$ cat config.mk
export PLATFORM = sky130hd
export DESIGN_NAME = wb_regfile
export DESIGN_NICKNAME = d
export VERILOG_FILES = /design/src/rtl/wb_regfile.sv
export SDC_FILE = /design/constraint.sdc
export NUM_CORES = 2
export LEC_CHECK = 0
export CORE_MARGIN = 8
export CORE_UTILIZATION = 48
export CTS_CLUSTER_DIAMETER = 120
export DETAILED_ROUTE_END_ITERATION = 8
export SETUP_SLACK_MARGIN = 0.1
export SLEW_MARGIN = 20
export SYNTH_ARGS = -nofsm -noshare
export SYNTH_HDL_FRONTEND = slang
export SYNTH_SLANG_ARGS = --single-unit
$ cat constraint.sdc
create_clock -name clk_i -period 9.4 [get_ports clk_i]
set_clock_uncertainty 0.15 [all_clocks]
set_input_delay 1.88 -clock clk_i [delete_from_list [all_inputs] [get_ports clk_i]]
set_output_delay 1.88 -clock clk_i [all_outputs]
set_load 0.02 [all_outputs]
$ cat src/rtl/wb_regfile.sv
`timescale 1ns/1ps
`default_nettype none
// ============================================================================
// Module   : wb_regfile
// Purpose  : Write-back stage register file. EX results are accepted over a
//            valid/ready handshake into a two-entry in-order commit queue.
//            The queue retires one entry per cycle into a 2**ADDR_W x DATA_W
//            GPR file. Two ID-stage read ports bypass results that are queued
//            but not yet retired.
// Ports    : clk_i / rst_i (async, active-low)
//            ex_valid_i, ex_ready_o, wd_i, wreg_i, wdata_i  - EX result input
//            stall_i                                        - hold retirement
//            re1_i, raddr1_i, rdata1_o                      - read port 1
//            re2_i, raddr2_i, rdata2_o                      - read port 2
//            commit_o, commit_wd_o                          - retire pulse
//            pending_o                                      - queue occupancy
// Revision : 1.0 - initial release
// ============================================================================
module wb_regfile #(
    parameter int DATA_W = 32,
    parameter int ADDR_W = 5,
    parameter int QDEPTH = 2
) (
    input  logic              clk_i,
    input  logic              rst_i,
    input  logic              ex_valid_i,
    output logic              ex_ready_o,
    input  logic [ADDR_W-1:0] wd_i,
    input  logic              wreg_i,
    input  logic [DATA_W-1:0] wdata_i,
    input  logic              stall_i,
    input  logic              re1_i,
    input  logic [ADDR_W-1:0] raddr1_i,
    output logic [DATA_W-1:0] rdata1_o,
    input  logic              re2_i,
    input  logic [ADDR_W-1:0] raddr2_i,
    output logic [DATA_W-1:0] rdata2_o,
    output logic              commit_o,
    output logic [ADDR_W-1:0] commit_wd_o,
    output logic [1:0]        pending_o
);

    localparam int         c_NREGS = 2 ** ADDR_W;
    localparam logic [1:0] c_FULL  = 2'(QDEPTH);

    // Two-slot circular queue: r_head points at the oldest entry, and the
    // younger entry (when present) always lives in the other slot.
    logic [ADDR_W-1:0] r_q_wd    [2];
    logic              r_q_wreg  [2];
    logic [DATA_W-1:0] r_q_wdata [2];
    logic              r_head;
    logic [1:0]        r_count;

    logic [DATA_W-1:0] r_gpr [c_NREGS];

    logic              r_commit;
    logic [ADDR_W-1:0] r_commit_wd;

    logic w_push;
    logic w_pop;
    logic w_tail;
    logic w_young;

    // Ready depends on registered occupancy only; reset forces it low so EX
    // cannot hand over a result while the queue is being cleared.
    assign ex_ready_o = rst_i & (r_count != c_FULL);
    assign w_push     = ex_valid_i & ex_ready_o;
    assign w_pop      = ~stall_i & (r_count != 2'd0);
    assign w_tail     = r_head ^ r_count[0];
    assign w_young    = ~r_head;

    always_ff @(posedge clk_i or negedge rst_i) begin
        if (!rst_i) begin
            r_head      <= 1'b0;
            r_count     <= 2'd0;
            r_commit    <= 1'b0;
            r_commit_wd <= '0;
            for (int i = 0; i < 2; i++) begin
                r_q_wd[i]    <= '0;
                r_q_wreg[i]  <= 1'b0;
                r_q_wdata[i] <= '0;
            end
        end else begin
            if (w_push) begin
                r_q_wd[w_tail]    <= wd_i;
                r_q_wreg[w_tail]  <= wreg_i;
                r_q_wdata[w_tail] <= wdata_i;
            end
            if (w_pop) begin
                r_head      <= ~r_head;
                r_commit_wd <= r_q_wd[r_head];
            end
            case ({w_push, w_pop})
                2'b10:   r_count <= r_count + 2'd1;
                2'b01:   r_count <= r_count - 2'd1;
                default: r_count <= r_count;
            endcase
            r_commit <= w_pop;
        end
    end

    // R0 is hard-wired to zero, so writes to it are simply dropped.
    always_ff @(posedge clk_i or negedge rst_i) begin
        if (!rst_i) begin
            for (int i = 0; i < c_NREGS; i++) begin
                r_gpr[i] <= '0;
            end
        end else if (w_pop && r_q_wreg[r_head] && (r_q_wd[r_head] != '0)) begin
            r_gpr[r_q_wd[r_head]] <= r_q_wdata[r_head];
        end
    end

    // Read with bypass: the younger queued match overrides the older, which
    // overrides the file; disabled ports and R0 always read zero.
    function automatic logic [DATA_W-1:0] read_port(input logic re,
                                                    input logic [ADDR_W-1:0] addr);
        logic [DATA_W-1:0] v;
        v = r_gpr[addr];
        if ((r_count != 2'd0) && r_q_wreg[r_head] && (r_q_wd[r_head] == addr)) begin
            v = r_q_wdata[r_head];
        end
        if ((r_count == 2'd2) && r_q_wreg[w_young] && (r_q_wd[w_young] == addr)) begin
            v = r_q_wdata[w_young];
        end
        if (!re || (addr == '0)) begin
            v = '0;
        end
        return v;
    endfunction

    always_comb begin
        rdata1_o = read_port(re1_i, raddr1_i);
        rdata2_o = read_port(re2_i, raddr2_i);
    end

    assign commit_o    = r_commit;
    assign commit_wd_o = r_commit_wd;
    assign pending_o   = r_count;

endmodule
`default_nettype wire

==> metrics.yaml <==
setup_path:
  worstPathCellList: "buf_4 > or2_2 > o41ai_1 > a21oi_4 > buf_4 > nand2_1 > buf_4 > o221ai_1 > clkdlybuf4s50_1"
  crit_path_start: "raddr2_i[4]"
  reg2reg_from: "r_head$_DFFE_PN0P_"
  cp_num_buf_inv: 4
  worstSetupEndpointType: "output port"
  worst_path_most_repeated_cell: "buf_4"
  cpPeakStageDelay_ns: 0.77
  crit_path_start_kind: "primary input"
  path_delay_family: "buffers and inverters"
  critical_path.slowest_cell: "nand2_1"
  cp_max_fo: 39
  arrival_ns: 5.91
  crit_type: "primary input to output port"
  crit_required_ns: 7.37
drt:
  ant_nets: 0
  drc: 0
  drtIter0Drc: 4309
  wire_per_inst_um: 28.9
  vias: 40700
  wl_um: 185000
  dr.pass1.iters: 5
  drt-vias-per-instance: 6.37
floorplanning:
  die_w_um: 362
  die_y_um: 362
  rows: 127
  io_pins: 127
  dieArea_mm2: 0.131
  initial_core_util: 0.481
  core_mm2: 0.119
global_routing:
  first_global_vias: 40600
  antenna_found_initial: 4
  grt_overflow: 0
  grt_usage: 0.284
  grt_start_max_net_pins: 157
  grt_pass1_wl_um: 277000
final_layout:
  seq_area_mm2: 0.0278
  layout_commonest_cell: "dfrtp_1"
  n_fill_cell: 10100
  mostFrequentLayoutCells: "1,108 x dfrtp_1, 826 x nand2_1, 720 x o21ai_0, 566 x mux4_2, 243 x a21oi_1"
  nNetsFinal: 4795
  multi_input_area_mm2: 0.0278
  drive_gt1_frac: 0.231
  fin_area_mm2: 0.0643
  syn_to_final_growth_pct: 12.1
  utilization: 0.540
yosys:
  netlist_area_mm2: 0.0574
  synth_edf_count: 0
  syn_inst: 4888
  synth_nets: 4943
  yosys_most_used_dff: "dfrtp_1"
  synth-seq-area-share: 0.484
  synthArstFlopShare: 1.00
  yosys_warnings: 0
  synth.top_cell.area_share: 0.484
  ys_ff_latch: 1109
  synth_top_area_cell: "dfrtp_1"
  synthTopCellsByArea: "dfrtp_1 48%, mux4_2 22%, o21ai_0 6.3%"
  synth.distinct_cells: 56
  synth.avg_cell_area_um2: 11.7
placement:
  place.gp.congestion: 0.799
  placed_area_mm2: 0.0599
  hpwl_um: 102000
  port_buffers: 126
clocking:
  postCtsSetupBuffers: 0
  cts_resized: 0
  ctsHoldBuffers: 0
  cts_buffer_depth: 3
  cts_made_buffers: 130
  clk_latency_ns: 0.74
  h-tree-depth: 4
  clkSinkCount: 1109
  cts_tree: "done"
  cts_root_buf: "clkbuf_16"
  path_clk_slew_ns: 0.06
min_path:
  holdCritPathClass: "register to register"
  hp-start: "r_gpr[1018]$_DFFE_PN0P_"
sta:
  hold_viol: 0
  slew_headroom: 0.197
  maxSlewViolCount: 0
  tightest_slew_ns: 1.20
  fmax_mhz: 126
  hold_ws_ns: 0.244
  min_period_over_period: 0.845
  rsz0062_at_grt: "no"
  fin_tns_setup_ns: 0
  min_period_ns: 7.94
  setup_viol: 0
flow_run:
  drv_cap: 0
run_status:
  status: "finished, final reports clean"
power_and_ir_drop:
  powerDensity_mw_per_mm2: 297
  ir_worst_vdd_mv: 0.235
  leakagePower_nw: 27.0
  power_mw: 19.1
power by group:
group          internal, mW  total (mW)  switching [mW]
Clock                  3.17        5.22            2.05
Combinational          2.78        6.25            3.48
Sequential             6.37        7.62            1.25
routing by layer:
layer / vias to the layer above / track usage / part of all wire
met3: 384 / 0.0504 / 0.075
met5: - / 0 / 0.00016
li1: 17600 / - / -
met4: 4 / 0.0968 / 0.036
met1: 21000 / 0.398 / 0.42
met2: 1672 / 0.450 / 0.47
cell families (layout without fill, tap and decap cells):
family	count (synthesis)	in the layout	synth area share
compound gates	1187	1187	0.111
xor+xnor	25	25	0.00382
fa+ha+maj	1	1	0.000218
buf+inv	531	481	0.0381
flops	1109	1109	0.484
mux	865	865	0.277
other cells	0	4	0
simple gates	1170	1170	0.0857
cell type report:
type,count,area share
well taps,1548,0.0301
diodes,4,0.000156
clock inverters,38,0.00796
inverters,4,0.000233
multi-input cells,3248,0.433
clock buffers,192,0.0606
repair buffers,247,0.0367
flip-flops and latches,1109,0.432
through the flow:
stage	worst slack, ns	cells
after detailed placement	1.53	6155
final	1.46	6390
after global placement	1.58	6155
after global routing	1.45	6386
after CTS	1.53	6385
after floorplan	3.34	4888
registers in the layout (all words and copies together) (netlist names):
register,cells
pending_o,2
commit_wd_o,5
r_q_wreg,2
r_q_wd,10
r_head,1
r_q_wdata,64
commit_o,1
r_gpr,1024
final timing paths:
check / cells after the start / to / slack (ns)
setup reg to reg: 7 / r_gpr[239]$_DFFE_PN0P_ / 5.26
min in group asynchronous: 1 / r_gpr[539]$_DFFE_PN0P_ / 0.93
setup / recovery: 9 / rdata2_o[19] / 1.46
hold / removal: 0 / r_gpr[1018]$_DFFE_PN0P_ / 0.24
hold reg to reg: 0 / r_gpr[1018]$_DFFE_PN0P_ / 0.24
max in group asynchronous: 5 / r_gpr[709]$_DFFE_PN0P_ / 5.45
cells in the mapped netlist, types with 4 or more instances:
library cell	count
nand2_1	841
inv_1	4
o21ai_1	89
mux2_2	80
nand3_1	21
buf_4	5
o221ai_1	66
buf_1	28
or2_2	30
dfrtp_1	1109
nand3_2	5
nor2_1	201
or2_0	5
a21oi_1	243
a22oi_1	5
xnor2_1	22
nand2b_1	22
mux4_2	566
o221ai_2	11
buf_2	122
nand4_2	6
nor4_4	7
mux2i_1	213
clkbuf_1	369
o21ai_0	720
o22ai_1	47
worst reg2reg max path, stage by stage, from the launching register on:
cell	delay, ns
dfrtp_4	0.87
mux2i_1	0.21
or2_1	0.59
nor2_1	0.68
nand3_4	0.70
buf_4	0.56
nand2_1	0.13
o21ai_0	0.10
Note: power is estimated with default switching activity, not from simulation.
